`src/rtl/serial_tx_unit_pkg.sv`:
```
// Shared types and defaults for the serial transmit path of the IO unit.
// Holds the byte datapath type, the transmitter FSM state enum and the line-level helper.
package IO_UnitTypes;

    typedef logic [7:0] SerialDataPath;

    localparam int SERIAL_TX_CLK_DIV    = 16;
    localparam int SERIAL_TX_FIFO_DEPTH = 16;

    typedef enum logic [1:0] {
        IDLE  = 2'd0,
        START = 2'd1,
        DATA  = 2'd2,
        STOP  = 2'd3
    } SerialTxState;

    // Level the UART line should carry while the FSM sits in a given state.
    function automatic logic serial_tx_line_level(input SerialTxState st,
                                                  input SerialDataPath shift);
        logic level;
        case (st)
            START:   level = 1'b0;
            DATA:    level = shift[0];
            default: level = 1'b1;
        endcase
        return level;
    endfunction

endpackage

```
`src/rtl/serial_tx_unit_fifo.sv`:
```
// Circular byte FIFO feeding the serial transmitter.
// A push into a full FIFO is only taken when a pop happens in the same cycle.
module serial_tx_fifo
    import IO_UnitTypes::*;
#(
    parameter int DEPTH = SERIAL_TX_FIFO_DEPTH
) (
    input  logic                   clk,
    input  logic                   rst,
    input  logic                   push,
    input  logic                   pop,
    input  SerialDataPath          push_data,
    output SerialDataPath          pop_data,
    output logic [$clog2(DEPTH):0] count,
    output logic                   full,
    output logic                   empty
);

    localparam int AW = $clog2(DEPTH);
    localparam logic [AW:0] DEPTH_C = (AW+1)'(DEPTH);

    SerialDataPath mem_q [DEPTH];

    logic [AW-1:0] wr_ptr_q, wr_ptr_d;
    logic [AW-1:0] rd_ptr_q, rd_ptr_d;
    logic [AW:0]   count_q, count_d;
    logic          do_push;
    logic          do_pop;

    always_comb begin
        empty    = (count_q == '0);
        full     = (count_q == DEPTH_C);
        do_pop   = pop && !empty;
        do_push  = push && (!full || do_pop);
        wr_ptr_d = wr_ptr_q;
        rd_ptr_d = rd_ptr_q;
        count_d  = count_q;
        if (do_push) begin
            wr_ptr_d = wr_ptr_q + 1'b1;
        end
        if (do_pop) begin
            rd_ptr_d = rd_ptr_q + 1'b1;
        end
        case ({do_push, do_pop})
            2'b10:   count_d = count_q + 1'b1;
            2'b01:   count_d = count_q - 1'b1;
            default: count_d = count_q;
        endcase
    end

    always_ff @(posedge clk or negedge rst) begin
        if (!rst) begin
            wr_ptr_q <= '0;
            rd_ptr_q <= '0;
            count_q  <= '0;
        end else begin
            wr_ptr_q <= wr_ptr_d;
            rd_ptr_q <= rd_ptr_d;
            count_q  <= count_d;
        end
    end

    // Storage needs no reset: only slots between the pointers are ever read.
    always_ff @(posedge clk) begin
        if (do_push) begin
            mem_q[wr_ptr_q] <= push_data;
        end
    end

    assign pop_data = mem_q[rd_ptr_q];
    assign count    = count_q;

endmodule

```
`src/rtl/serial_tx_unit.sv`:
```
// 8N1 UART transmitter with a byte FIFO, baud divider and sticky overflow flag.
// The line level is registered from the current FSM state, so txd trails the state by one clock.
module serial_tx_unit
    import IO_UnitTypes::*;
#(
    parameter int CLK_DIV    = SERIAL_TX_CLK_DIV,
    parameter int FIFO_DEPTH = SERIAL_TX_FIFO_DEPTH
) (
    input  logic                        clk,
    input  logic                        rst,
    input  logic                        serialWE,
    input  SerialDataPath               serialWriteData,
    input  logic                        overflowClear,
    output logic                        txd,
    output logic                        busy,
    output logic [$clog2(FIFO_DEPTH):0] fifoCount,
    output logic                        overflow
);

    localparam int BW = $clog2(CLK_DIV);
    localparam logic [BW-1:0] BAUD_LAST = BW'(CLK_DIV - 1);

    SerialTxState  state_q, state_d;
    logic [BW-1:0] baud_q, baud_d;
    logic [2:0]    bit_idx_q, bit_idx_d;
    SerialDataPath shift_q, shift_d;
    logic          txd_q, txd_d;
    logic          busy_q, busy_d;
    logic          overflow_q, overflow_d;

    logic                        fifo_pop;
    logic                        fifo_full;
    logic                        fifo_empty;
    SerialDataPath               fifo_head;
    logic [$clog2(FIFO_DEPTH):0] fifo_count;
    logic                        baud_end;
    logic                        write_drop;

    serial_tx_fifo #(
        .DEPTH (FIFO_DEPTH)
    ) u_fifo (
        .clk       (clk),
        .rst       (rst),
        .push      (serialWE),
        .pop       (fifo_pop),
        .push_data (serialWriteData),
        .pop_data  (fifo_head),
        .count     (fifo_count),
        .full      (fifo_full),
        .empty     (fifo_empty)
    );

    always_comb begin
        state_d   = state_q;
        baud_d    = baud_q;
        bit_idx_d = bit_idx_q;
        shift_d   = shift_q;
        fifo_pop  = 1'b0;
        baud_end  = (baud_q == BAUD_LAST);

        case (state_q)
            IDLE: begin
                if (!fifo_empty) begin
                    fifo_pop  = 1'b1;
                    shift_d   = fifo_head;
                    baud_d    = '0;
                    bit_idx_d = '0;
                    state_d   = START;
                end
            end
            START: begin
                if (baud_end) begin
                    baud_d  = '0;
                    state_d = DATA;
                end else begin
                    baud_d = baud_q + 1'b1;
                end
            end
            DATA: begin
                if (baud_end) begin
                    baud_d    = '0;
                    shift_d   = shift_q >> 1;
                    bit_idx_d = bit_idx_q + 3'd1;
                    if (bit_idx_q == 3'd7) begin
                        state_d = STOP;
                    end
                end else begin
                    baud_d = baud_q + 1'b1;
                end
            end
            STOP: begin
                if (baud_end) begin
                    baud_d  = '0;
                    state_d = IDLE;
                end else begin
                    baud_d = baud_q + 1'b1;
                end
            end
            default: begin
                baud_d  = '0;
                state_d = IDLE;
            end
        endcase
    end

    always_comb begin
        txd_d      = serial_tx_line_level(state_q, shift_q);
        // Registered alongside txd so busy drops only after the stop bit has left the pin.
        busy_d     = (state_q != IDLE) || !fifo_empty;
        write_drop = serialWE && fifo_full && !fifo_pop;
        overflow_d = overflow_q;
        if (write_drop) begin
            overflow_d = 1'b1;
        end else if (overflowClear) begin
            overflow_d = 1'b0;
        end
    end

    always_ff @(posedge clk or negedge rst) begin
        if (!rst) begin
            state_q    <= IDLE;
            baud_q     <= '0;
            bit_idx_q  <= '0;
            shift_q    <= '0;
            txd_q      <= 1'b1;
            busy_q     <= 1'b0;
            overflow_q <= 1'b0;
        end else begin
            state_q    <= state_d;
            baud_q     <= baud_d;
            bit_idx_q  <= bit_idx_d;
            shift_q    <= shift_d;
            txd_q      <= txd_d;
            busy_q     <= busy_d;
            overflow_q <= overflow_d;
        end
    end

    assign txd       = txd_q;
    assign busy      = busy_q;
    assign overflow  = overflow_q;
    assign fifoCount = fifo_count;

endmodule

```
`config.mk`:
```
export PLATFORM = sky130hd
export DESIGN_NAME = serial_tx_unit
export DESIGN_NICKNAME = d
export VERILOG_FILES = /design/src/rtl/serial_tx_unit_pkg.sv /design/src/rtl/serial_tx_unit_fifo.sv /design/src/rtl/serial_tx_unit.sv
export SDC_FILE = /design/constraint.sdc
export NUM_CORES = 1
export LEC_CHECK = 0
export CAP_MARGIN = 5
export CORE_MARGIN = 2
export CORE_UTILIZATION = 50
export CTS_CLUSTER_SIZE = 8
export DETAILED_ROUTE_END_ITERATION = 12
export MAX_ROUTING_LAYER = met4
export PLACE_DENSITY = 0.67
export SLEW_MARGIN = 15
export SYNTH_ARGS = -nofsm -noshare
export SYNTH_HDL_FRONTEND = slang
export SYNTH_SLANG_ARGS = --single-unit
```
`constraint.sdc`:
```
create_clock -name clk -period 3.6 [get_ports clk]
set_input_delay 0.72 -clock clk [delete_from_list [all_inputs] [get_ports clk]]
set_output_delay 0.72 -clock clk [all_outputs]
set_load 0.03 [all_outputs]
```
# ---- Yosys cells after proc, flatten, opt, wreduce, memory -nomap -nowiden
# Memories as Yosys holds them, arrays and structs flattened.
# Cells that the tools add are included.
dict set report word_totals {
  n_memories 1
  input_bits 12
  ff_bits 33
  out_inout_bits 8
  elab_cells 71
  ram_bits 128
}
# memory depth width read_ports rd_ports_with_merged_regs write_ports line_no
set mem_list {}
lappend mem_list {u_fifo.mem_q 16 8 1 0 1 serial_tx_unit_fifo.sv:22} ;# SerialDataPath mem_q [DEPTH];
dict set report op_classes {
  add_sub_neg 6
  mux 23
  n_reduce_logical 18
  eq_ne 13
}
# operator count
set ops {}
lappend ops {{$mux 8} 2}
lappend ops {{$pmux 8 s2} 1}
lappend ops {{$add 4x1->4 const B} 3}
lappend ops {{$mux 2} 5}
lappend ops {{$ne 2x2->1 const B} 5}
lappend ops {{$pmux 5 s2} 1}
lappend ops {{$mux 4} 2}
lappend ops {{$pmux 2 s4} 1}
lappend ops {{$pmux 4 s2} 1}
lappend ops {{$reduce_bool 2->1} 4}
lappend ops {{$eq 2x2->1 const B} 3}
lappend ops {{$mux 1} 6}
lappend ops {{$mux 3} 2}
lappend ops {{$pmux 3 s2} 1}
lappend ops {{$add 5x1->5 const B} 1}
lappend ops {{$eq 5x5->1 const B} 1}
lappend ops {{$logic_not 5->1} 1}
lappend ops {{$reduce_and 5->1} 1}
lappend ops {{$sub 5x1->5 const B} 1}
lappend ops {{$eq 2x1->1 const B} 2}
lappend ops {{$eq 4x4->1 const B} 1}
lappend ops {{$logic_and 1x1->1} 4}
lappend ops {{$add 3x1->3 const B} 1}
lappend ops {{$eq 3x3->1 const B} 1}
lappend ops {{6 further kinds} 9}

# ---- Longest topological paths before layout
# Gate-level depths: netlist of run 1.
dict set report logic_depth {
  ltp_word 8
  ltp_mapped 10
  mapped_depth_nobuf 10
}

# ---- Modules after synthesis
# From an unflattened synthesis of run 1, not the netlist that was laid out.
dict set report hier_totals {
  cells_unflattened 402
  hier_area_um2 6911.6
}
# module cells_per_inst seq_area_each_um2 area_each_um2 instances
set by_module_without_submodules {}
lappend by_module_without_submodules {serial_tx_fifo 301 4169.0 5774.3 1}
lappend by_module_without_submodules {serial_tx_unit 101 501.7 1137.3 1}

# ---- Worst setup path before layout of run 1
# No wires, ideal clock.
dict set report synth_timing {
  kind {register to register}
  start {register state_q[0]}
  end {register u_fifo.count_q[4] (netlist: u_fifo.count[4])}
  slack_ns 0.906
  setup_ns 0.126
  period_less_slack_ns 2.694
  t_required_ns 3.474
  n_path_buf 0
  path_stages_with_launch 11
  arrival_ns 2.568
  cell_sequence {dfrtp_1 -> inv_1 -> ha_1 -> inv_1 -> a211oi_1 -> xor2_1 -> ha_1 -> or3_2 -> a21oi_1 -> a32oi_1 -> xnor2_1}
}
dict set report synth_via {
  elab_chain_len 7
  elab_cells_between_ends 9
  classes_between {eq/ne (2); mux (2); reduce/logical (5)}
}
# element line_no
set synth_lines {}
lappend synth_lines {{start, declared} serial_tx_unit.sv:23} ;# SerialTxState state_q, state_d;
lappend synth_lines {{start signal, assigned} serial_tx_unit.sv:129} ;# state_q <= state_d;
lappend synth_lines {{$logic_not 2->1 (*)} serial_tx_unit.sv:61} ;# case (state_q)
lappend synth_lines {{$mux 1 (*)} serial_tx_unit.sv:61}
lappend synth_lines {{$logic_and 1x1->1 (*)} serial_tx_unit_fifo.sv:33} ;# do_pop = pop && !empty;
lappend synth_lines {{$logic_or 1x1->1} serial_tx_unit_fifo.sv:34} ;# do_push = push && (!full || do_pop);
lappend synth_lines {{$logic_and 1x1->1} serial_tx_unit_fifo.sv:34}
lappend synth_lines {{$eq 2x1->1 or $eq 2x2->1 (tied branches)} serial_tx_unit_fifo.sv:44} ;# case ({do_push, do_pop})
lappend synth_lines {{$pmux 5 s2 or $reduce_bool 2->1 (tied branches)} --}
lappend synth_lines {{end signal, assigned} serial_tx_unit_fifo.sv:59} ;# count_q <= count_d;
lappend synth_lines {{end, declared} serial_tx_unit_fifo.sv:26} ;# logic [AW:0] count_q, count_d;
# Every way passes the cells marked *; elsewhere a longest branch is shown, timed or not.
# A chain may end at the register's enable or synchronous reset.

# ---- Worst setup path after layout of run 1
# Same ends and word-level chain as after synthesis.

==> key figures, run 1 <==
Global route
  • Number of global-route vias before repair: 3562
  • Largest net degree at the start of global routing: 36
  • Initial antenna violation count: 0
  • Global-route wire length before repair: 20100 µm
  • Grt ovf: 0
  • All-Layer GR Usage: 19.9%

Synth
  • #FFs+latches synth: 161
  • Ys async rst share: 20.5%
  • Top post-synthesis cells by area: edfxtp_1 (57%), dfrtp_1 (12%), mux4_2 (9.1%), ha_1 (2.8%), mux4_1 (2.0%)
  • Mapped Cells: 389
  • Post-synth top area share: 57.3%
  • Yosys Warn Count: 0
  • Syn_area_per_cell: 17.2 µm²
  • Ys flop type: edfxtp_1
  • Syn_nets: 416
  • Post-synth top area cell: edfxtp_1
  • Distinct cells, synth: 49
  • Sequential area share after synthesis: 69.7%
  • Number of flops mapped to enable cells by yosys: 128
  • Post-Synthesis Cell Area: 6710 µm²

Power
  • Maximum vdd drop: 401 µV
  • Sw Ratio: 33.2%
  • Part of the power in combinational logic: 31.7%
  • Clock power frac: 27.2%
  • P_leak: 2.68 nW
  • Int Power: 4.27 mW
  • Switching pwr: 2.12 mW
  • Pwr Density: 829 nW/µm²
  • Sequential power share: 41.1%
  • Tot Pwr: 6.39 mW

Timing
  • Hold WS: 0.505 ns
  • RSZ-0062 raised after global routing: no
  • Slew margin rel.: 47.5%
  • Final Setup Violations: 0
  • Final worst setup slack: 0.929 ns
  • Max-slew violations: 0
  • Min cycle time layout: 2.67 ns
  • Setup TNS: 0 ns
  • Fin. Hold Viols: 0
  • Clk_skew: 0.00967 ns
  • Max Freq: 374 MHz
  • Post-route clock period utilization: 74.2%
  • Worst-Margin Slew: 0.787 ns

Die
  • Site Rows: 42
  • Die area: 14400 µm²
  • IO Pins: 20
  • Core Area: 13200 µm²
  • Die width: 120 µm
  • Die H: 120 µm
  • Starting Density: 50.8%

CTS
  • Clock-pin slew on the worst setup and hold paths: 0.06 ns
  • Post CTS Setup Buffer Count: 0
  • Htree depth: 4
  • TritonCTS sink count: 161
  • CTS tree: done
  • Clk buf depth: 2
  • # hold bufs at CTS: 0
  • Worst-skew pair later-pin latency: 0.42 ns
  • CTS buffer count: 17
  • Root buffer cell: clkbuf_16
  • Cts repair resizes: 0

Worst setup path
  • R2r setup slk: 0.93 ns
  • Critical path endpoint category: register
  • Req. time, crit path: 3.89 ns
  • CP Max Fanout: 6
  • Critical Path AT: 2.96 ns
  • Worst Path Class, Setup: register to register
  • Setup crit start kind: register

Placed design
  • Placed Cells incl. Taps: 580
  • Post-DP HPWL: 8090 µm
  • Placement-stage cell area: 7140 µm²
  • Dpl ws: 0.699 ns
  • Count of buffers from port buffering: 19
  • Final Wtd Congestion: 0.842

Detailed routing
  • Vias/cell: 5.74
  • Drt total wl: 12800 µm
  • Final ANT Viol Nets: 0
  • # DRC: 0
  • WL/cell: 20.9 µm
  • Via count: 3505
  • Detailed Route Iter0 Violations: 375
  • Total iterations of the first detailed-routing run: 4

Final layout
  • Nets: 450
  • Util after Layout: 58.5%
  • Area Growth Syn to Fin: 15.0%
  • Commonest non-fill, non-tap cells in the layout: edfxtp_1 (128), dfrtp_1 (31), mux4_2 (27)
  • Final instance area: 7710 µm²
  • Antenna cells: 0
  • Ratio of cells with drive above 1 in the final layout: 20.5%
  • Most common cell after layout, fill and taps aside: edfxtp_1
  • Finished Layout Cells: 611

Hold path
  • Hold crit path type: register to register

Job
  • Max-cap violations: 0

Outcome
  • Outcome: complete, no violations
## area by class of cell
cell class	instances	area, µm²
fillers	952	5480
inverters	17	63.8
repair buffers	34	315
clock buffers	17	425
multi-input cells	192	1870
well taps	176	220
clock inverters	14	145
flip-flops and latches	161	4670
## logic make-up (layout without fill, tap and decap cells)
family	count (synthesis)	in the layout	synth area share [%]
flip-flops	161	161	69.7
AND/OR/NAND/NOR	68	68	5.26
AO/OA/AOI/OAI	63	63	6.72
multiplexers	36	36	11.8
buffers and inverters	36	82	2.44
adder cells (fa/ha/maj)	15	15	2.80
XOR/XNOR	10	10	1.31
## worst max-delay path, stage by stage (launching register included)
cell and delay, ns:
dfrtp_1 0.42, inv_1 0.12, ha_1 0.31, inv_1 0.15, a211oi_1 0.23, buf_4 0.19, xor2_1 0.07, ha_1 0.23
or3_2 0.42, a21oi_1 0.17, a32oi_1 0.09, xnor2_1 0.15
## path summary, 6_finish.rpt
path | start | end | cells past startpoint
setup / recovery | state_q[0]$_DFFE_PN0P_ | u_fifo.count[4]$_DFFE_PN0P_ | 11
hold / removal | shift_q[0]$_DFFE_PN0P_ | txd$_DFF_PN1_ | 2
setup reg to reg | state_q[0]$_DFFE_PN0P_ | u_fifo.count[4]$_DFFE_PN0P_ | 11
hold reg to reg | shift_q[0]$_DFFE_PN0P_ | txd$_DFF_PN1_ | 2
max in group asynchronous | rst | txd$_DFF_PN1_ | 2
min in group asynchronous | rst | bit_idx_q[0]$_DFFE_PN0P_ | 2
## cell usage after synthesis, types with 5 or more instances
| master | number |
|---|---|
| edfxtp_1 | 128 |
| dfrtp_1 | 32 |
| mux4_2 | 27 |
| nand2_1 | 20 |
| inv_1 | 17 |
| a22oi_1 | 16 |
| ha_1 | 15 |
| nor2_1 | 14 |
| a21oi_1 | 12 |
| o21ai_0 | 10 |
| clkbuf_1 | 8 |
| o22a_1 | 8 |
| nand3_1 | 6 |
| xnor2_1 | 6 |
| and2_1 | 5 |
| mux4_1 | 5 |
| nor4_1 | 5 |
## per-layer routing
| metal | wire length [µm] | part of all wire (%) | vias up | global-route usage [%] |
|---|---|---|---|---|
| met1 | 5940 | 47 | 1801 | 28.0 |
| met4 | 231 | 1.8 | 0 | 6.62 |
| li1 | - | - | 1600 | - |
| met2 | 6060 | 48 | 88 | 28.7 |
| met5 | 0 | 0 | - | - |
| met3 | 518 | 4.1 | 16 | 4.90 |
## power by group through the flow
stage	Combinational [mW]	Clock, mW	Sequential [mW]
floorplan	1.52	0	2.59
detailed placement	2.03	0	2.66
global placement	2.00	0	2.65
CTS	2.05	1.76	2.63
global route	2.21	1.85	2.68
finish	2.03	1.74	2.63
## registers in the layout, summed over array words and instances (netlist names)
| signal | count |
|---|---|
| busy | 1 |
| u_fifo.rd_ptr_q | 4 |
| u_fifo.count | 5 |
| u_fifo.wr_ptr_q | 4 |
| overflow | 1 |
| baud_q | 4 |
| bit_idx_q | 3 |
| state_q | 2 |
| u_fifo.mem_q | 128 |
| txd | 1 |
| shift_q | 8 |
(Power assumes the default switching activity.)
==> run 2: changes to the inputs <==
--- a/config.mk
+++ b/config.mk
@@ -11,7 +11,7 @@
 export CTS_CLUSTER_SIZE = 8
 export DETAILED_ROUTE_END_ITERATION = 12
 export MAX_ROUTING_LAYER = met4
-export PLACE_DENSITY = 0.67
+export PLACE_DENSITY = 0.7
 export SLEW_MARGIN = 15
 export SYNTH_ARGS = -nofsm -noshare
 export SYNTH_HDL_FRONTEND = slang
==> constraint.sdc (replaced) <==
create_clock -name clk -period 2.27 [get_ports clk]
set_input_delay 0.454 -clock clk [delete_from_list [all_inputs] [get_ports clk]]
set_output_delay 0.454 -clock clk [all_outputs]
set_load 0.03 [all_outputs]
==> key figures, run 2 (synthesis results as in run 1) <==
CTS
  • Worst-skew pair later-pin latency: 0.42 ns (about the same)
  • CTS tree: done
  • CTS buffer count: 17 (unchanged)
  • # hold bufs at CTS: 0 (unchanged)
  • Htree depth: 4 (unchanged)
  • TritonCTS sink count: 161 (unchanged)
  • Clock-pin slew on the worst setup and hold paths: 0.06 ns (about the same)
  • Clk buf depth: 2 (unchanged)
  • Root buffer cell: clkbuf_16

Power
  • Clock power frac: 27.6% (+0.4 points)
  • Switching pwr: 3.40 mW (+60%)
  • P_leak: 2.86 nW (+6.7%)
  • Tot Pwr: 10.9 mW (+70%)
  • Part of the power in combinational logic: 34.9% (+3.2 points)
  • Sw Ratio: 31.3% (-1.9 points)
  • Int Power: 7.46 mW (+75%)
  • Sequential power share: 37.5% (-3.6 points)
  • Maximum vdd drop: 836 µV (+110%)
  • Pwr Density: 1340 nW/µm² (+61%)

Worst setup path
  • CP Max Fanout: 4 (-2)
  • Worst Path Class, Setup: register to register
  • Req. time, crit path: 2.61 ns (-1.28 ns)
  • Crit Reg-Reg Endpoint: u_fifo.count[4]$_DFFE_PN0P_
  • R2r worst-path depth: 10 (-1)
  • Worst reg2reg path startpoint: state_q[1]$_DFFE_PN0P_
  • Critical path endpoint category: register
  • R2r setup slk: 0.13 ns (-0.80 ns)
  • Critical Path AT: 2.48 ns (-0.48 ns)
  • Setup crit start kind: register

Global route
  • All-Layer GR Usage: 20.5% (+0.62 points)
  • Largest net degree at the start of global routing: 36 (unchanged)
  • Global-route wire length before repair: 20600 µm (+2.3%)
  • Grt ovf: 0 (unchanged)
  • Number of global-route vias before repair: 3703 (+4.0%)
  • Initial antenna violation count: 0 (unchanged)

Die
  • Core Area: 13200 µm² (unchanged)
  • IO Pins: 20 (unchanged)
  • Die width: 120 µm (unchanged)
  • Die area: 14400 µm² (unchanged)
  • Site Rows: 42 (unchanged)
  • Starting Density: 50.8% (unchanged)
  • Die H: 120 µm (unchanged)

Job
  • Max-cap violations: 0 (unchanged)

Placed design
  • Post-DP HPWL: 8240 µm (+1.9%)
  • Dpl ws: -0.111 ns (-0.810 ns)
  • Count of buffers from port buffering: 19 (unchanged)
  • Final Wtd Congestion: 0.791 (-6.0%)

Timing
  • Slew margin rel.: 56.1% (+8.6 points)
  • Post-route clock period utilization: 94.3% (+20 points)
  • Max-slew violations: 0 (unchanged)
  • Final worst setup slack: 0.128 ns (-0.801 ns)
  • Clk_skew: 0.0108 ns (+0.00111 ns)
  • Min cycle time layout: 2.14 ns (-0.529 ns)
  • Worst-Margin Slew: 0.656 ns (-0.131 ns)
  • Fin. Hold Viols: 0 (unchanged)
  • Final Setup Violations: 0 (unchanged)
  • Max Freq: 467 MHz (+25%)

Detailed routing
  • Via count: 3584 (+2.3%)
  • Drt total wl: 13000 µm (+1.8%)
  • # DRC: 0 (unchanged)
  • Detailed Route Iter0 Violations: 312 (-17%)
  • Final ANT Viol Nets: 0 (unchanged)
  • Vias/cell: 5.60 (-2.4%)
  • Total iterations of the first detailed-routing run: 5 (+1)
  • WL/cell: 20.3 µm (-2.8%)

Final layout
  • Area Growth Syn to Fin: 21.1%
  • Commonest non-fill, non-tap cells in the layout: edfxtp_1 (128), buf_4 (36), mux4_2 (27), dfrtp_1 (27), nand2_1 (20)
  • Filler cell count: 919 (-3.5%)
  • Nets: 478 (+6.2%)
  • Most common cell after layout, fill and taps aside: edfxtp_1
  • Ratio of cells with drive above 1 in the final layout: 27.4% (+6.9 points)
  • Number of flip-flops in the largest register: 128 (unchanged)
  • Antenna cells: 0 (unchanged)
  • Most flops, register: u_fifo.mem_q

Outcome
  • Outcome: complete, no violations

Hold path
  • Hold crit path type: input port to asynchronous set/reset pin
[run 2: per-stage QoR]
step,hold slack (ns),cells,setup TNS (ns),utilization (%),cell area (µm²)
floorplan,0.158,389,0,-,6750
global placement,0.471,602,-0.0984,56.3,7430
detailed placement,0.477,602,-2.18,56.3,7430
CTS,0.451,634,0,61.1,8050
global route,0.481,640,-0.00771,61.6,8120
finish,0.449,640,0,61.6,8120
[run 2: what timing repair did]
item | in CTS | in global routing
setup endpoints to repair | 0 | 33
buffers inserted | 0 | 6
gates resized for setup | 0 | 7
[run 2: power groups by stage]
stage / combinational, mW / clock [mW] / sequential, mW
after floorplan: 2.46 / 0 / 4.14
after global placement: 3.59 / 0 / 4.08
after detailed placement: 3.68 / 0 / 4.11
after CTS: 3.72 / 3.04 / 4.06
after global routing: 4.14 / 3.17 / 4.13
final: 3.79 / 2.99 / 4.07
[run 2: area by class of cell]
type                       count  area [µm²]  share of cell area [%]
tap                          176         220                    2.71
clock buffer                  21         450                    5.55
sequential                   161        4680                    57.6
inverter                      17        67.6                   0.832
multi-input combinational    192        1930                    23.7
clock inverter                11         176                    2.17
timing repair buffer          62         601                    7.40
[run 2: worst max-delay path by stage]
stage | startpoint | endpoint | slack [ns] | depth (start not counted)
2_1_floorplan | state_q[0]$_DFFE_PN0P_ | u_fifo.count[4]$_DFFE_PN0P_ | 0.001 | 10
3_3_place_gp | serialWE | u_fifo.count[4]$_DFFE_PN0P_ | -0.1 | 8
3_5_place_dp | serialWE | u_fifo.count[4]$_DFFE_PN0P_ | -0.11 | 8
4_1_cts | state_q[1]$_DFFE_PN0P_ | u_fifo.count[4]$_DFFE_PN0P_ | 0.05 | 10
5_1_grt | state_q[1]$_DFFE_PN0P_ | u_fifo.mem_q[8][7]$_DFFE_PP_ | -0.003 | 8
6_report | state_q[1]$_DFFE_PN0P_ | u_fifo.count[4]$_DFFE_PN0P_ | 0.13 | 10
[run 2: per-layer routing]
| metal | wire length (µm) | share of wire (%) | track usage [%] |
|---|---|---|---|
| met3 | 685 | 5.3 | 5.61 |
| met2 | 6710 | 52 | 32.5 |
| met1 | 5500 | 42 | 26.4 |
| met4 | 93 | 0.72 | 5.74 |
| met5 | 0 | 0 | - |
[run 2: worst max-delay path: stages, from the launching register on]
cell and delay [ns]:
dfrtp_1 0.42, inv_2 0.10, ha_4 0.15, clkinvlp_4 0.11, a211oi_4 0.25, xor2_1 0.11
ha_2 0.20, buf_4 0.14, a31o_2 0.23, a32oi_1 0.21, xnor2_1 0.13
==> run 3: changes to the inputs <==
--- a/config.mk
+++ b/config.mk
@@ -12,6 +12,7 @@
 export DETAILED_ROUTE_END_ITERATION = 12
 export MAX_ROUTING_LAYER = met4
 export PLACE_DENSITY = 0.7
+export RECOVER_POWER = 25
 export SLEW_MARGIN = 15
 export SYNTH_ARGS = -nofsm -noshare
 export SYNTH_HDL_FRONTEND = slang
==> constraint.sdc (replaced) <==
create_clock -name clk -period 2.27 [get_ports clk]
set_input_delay 0.454 -clock clk [delete_from_list [all_inputs] [get_ports clk]]
set_output_delay 0.454 -clock clk [all_outputs]
set_load 0.005 [all_outputs]
==> key figures, run 3 (synthesis results as in run 1) <==
Placed design
  • Count of buffers from port buffering: 19 (unchanged)
  • Final Wtd Congestion: 0.869 (+9.9%)
  • Dpl ws: -0.116 ns (-0.00477 ns)
  • Placement-stage cell area: 7410 µm² (-0.24%)
  • Post-DP HPWL: 8460 µm (+2.6%)

Worst setup path
  • Setup crit start kind: register
  • Worst setup startpoint: state_q[1]$_DFFE_PN0P_
  • CP Max Fanout: 6 (+2)
  • Worst Path Class, Setup: register to register
  • Crit Reg-Reg Endpoint: u_fifo.count[4]$_DFFE_PN0P_
  • Critical path endpoint category: register
  • R2r setup slk: -0.01 ns (-0.14 ns)
  • Critical Path AT: 2.62 ns (+0.14 ns)
  • Worst reg2reg path startpoint: state_q[1]$_DFFE_PN0P_
  • CP endpoint: u_fifo.count[4]$_DFFE_PN0P_
  • Req. time, crit path: 2.61 ns (about the same)
  • R2r worst-path depth: 9 (-1)

Outcome
  • Violated checks: setup timing
  • Outcome: complete, but fails checks

Power
  • Int Power: 7.30 mW (-2.1%)
  • Pwr Density: 1310 nW/µm² (-1.8%)
  • Sw Ratio: 31.3% (-0.049 points)
  • Clock power frac: 26.6% (-1.0 points)
  • Part of the power in combinational logic: 35.4% (+0.5 points)
  • Sequential power share: 38.0% (+0.5 points)
  • Maximum vdd drop: 770 µV (-7.9%)
  • P_leak: 2.86 nW (about the same)
  • Switching pwr: 3.32 mW (-2.3%)

Global route
  • Largest net degree at the start of global routing: 36 (unchanged)
  • Global-route wire length before repair: 20100 µm (-2.2%)
  • Initial antenna violation count: 0 (unchanged)
  • All-Layer GR Usage: 19.9% (-0.53 points)
  • Number of global-route vias before repair: 3693 (-0.27%)
  • Grt ovf: 0 (unchanged)

Final layout
  • Ratio of cells with drive above 1 in the final layout: 27.3% (-0.059 points)
  • Util after Layout: 61.4% (-0.19 points)
  • Commonest non-fill, non-tap cells in the layout: edfxtp_1 (128), buf_4 (36), dfrtp_1 (31)
  • Nets: 479 (+0.21%)
  • Number of flip-flops in the largest register: 128 (unchanged)
  • Antenna cells: 0 (unchanged)
  • Most common cell after layout, fill and taps aside: edfxtp_1
  • Final instance area: 8100 µm² (-0.31%)
  • Most flops, register: u_fifo.mem_q
  • Area Growth Syn to Fin: 20.7%

Timing
  • Final Setup Violations: 1 (+1)
  • Worst-Margin Slew: 0.818 ns (+0.161 ns)
  • Max Freq: 438 MHz (-6.2%)
  • RSZ-0062 raised after global routing: yes
  • Fin. Hold Viols: 0 (unchanged)
  • Max-slew violations: 0 (unchanged)
  • Slew margin rel.: 45.5% (-11 points)
  • Min cycle time layout: 2.28 ns (+0.142 ns)
  • Post-route clock period utilization: 101% (+6.2 points)
  • Final worst setup slack: -0.0131 ns (-0.142 ns)
  • Clk_skew: 0.00759 ns (-0.00319 ns)

Die
  • Starting Density: 50.8% (unchanged)
  • Die H: 120 µm (unchanged)
  • Die area: 14400 µm² (unchanged)
  • IO Pins: 20 (unchanged)
  • Core Area: 13200 µm² (unchanged)
  • Die width: 120 µm (unchanged)
  • Site Rows: 42 (unchanged)

Detailed routing
  • WL met1: 5430 µm (-1.3%)
  • Vias/cell: 5.71 (+1.9%)
  • Drt total wl: 12900 µm (-0.54%)
  • Met3 wire length: 658 µm (-3.9%)
  • # DRC: 0 (unchanged)
  • Final ANT Viol Nets: 0 (unchanged)
  • Detailed Route Iter0 Violations: 273 (-13%)
  • Via count: 3658 (+2.1%)
  • Met2 WL post-DR: 6620 µm (-1.3%)
  • WL/cell: 20.1 µm (-0.69%)
  • Max Used Layer: met4
  • Total iterations of the first detailed-routing run: 5 (unchanged)

CTS
  • # hold bufs at CTS: 0 (unchanged)
  • Clock-pin slew on the worst setup and hold paths: 0.06 ns (about the same)
  • TritonCTS sink count: 161 (unchanged)
  • CTS buffer count: 17 (unchanged)
  • CTS tree: done
  • Clk buf depth: 2 (unchanged)
  • Htree depth: 4 (unchanged)
  • Root buffer cell: clkbuf_16
  • Worst-skew pair later-pin latency: 0.43 ns (about the same)

Hold path
  • Hold Crit Depth: 2
  • Hold crit path type: register to register

Job
  • Max-cap violations: 0 (unchanged)
==> run 3: critical path, stage by stage, from the launching register on <==
cell	delay (ns)
dfrtp_1	0.42
inv_2	0.10
ha_4	0.17
clkinvlp_4	0.14
a211oi_4	0.27
buf_6	0.15
ha_1	0.28
a31o_4	0.26
a32oi_2	0.24
xnor2_1	0.16
==> run 3: cell type report <==
class / count / area [µm²]
clock buffer: 17 / 425
clock inverter: 15 / 165
sequential: 161 / 4670
timing repair buffer: 63 / 597
multi-input combinational: 192 / 1950
tap: 176 / 220
inverter: 17 / 67.6
fill: 938 / 5090
==> run 3: through the flow <==
stage | std cells | power [mW] | hold slack, ns | TNS, ns
floorplan | 389 | 6.47 | 0.158 | 0
CTS | 634 | 10.5 | 0.449 | 0
global placement | 602 | 7.54 | 0.480 | -2.62
finish | 641 | 10.6 | 0.488 | -0.0131
global route | 641 | 11.1 | 0.526 | -0.177
detailed placement | 602 | 7.65 | 0.476 | -2.07
==> run 3: worst min path at each step <==
stage | startpoint | to | slack [ns]
finish | shift_q[0]$_DFFE_PN0P_ | txd$_DFF_PN1_ | 0.49
global route | shift_q[0]$_DFFE_PN0P_ | shift_q[0]$_DFFE_PN0P_ | 0.53
CTS | rst | u_fifo.rd_ptr_q[3]$_DFFE_PN0N_ | 0.45
detailed placement | shift_q[0]$_DFFE_PN0P_ | txd$_DFF_PN1_ | 0.48
global placement | shift_q[0]$_DFFE_PN0P_ | txd$_DFF_PN1_ | 0.48
floorplan | rst | baud_q[0]$_DFFE_PN0P_ | 0.16
==> run 3: what timing repair did <==
action                                  CTS  global route
setup buffers                             0             7
resized for setup                         1            10
pin swaps                                 0             8
endpoints found under the setup margin    1             2
endpoints found under the hold margin     0             0
==> run 3: power groups by stage <==
stage	clock [mW]	combinational, mW	sequential (mW)
final	2.82	3.76	4.04
after global routing	2.97	4.07	4.11
after CTS	2.87	3.59	4.05
after detailed placement	0	3.55	4.10
after global placement	0	3.47	4.07
after floorplan	0	2.46	4.02
==> run 3: routing by layer <==
layer  global-route usage [%]  up-vias
met5                        -        -
met4                     7.79        0
met3                     5.37       17
met2                     31.1      106
met1                     25.2     1882
li1                         -     1653
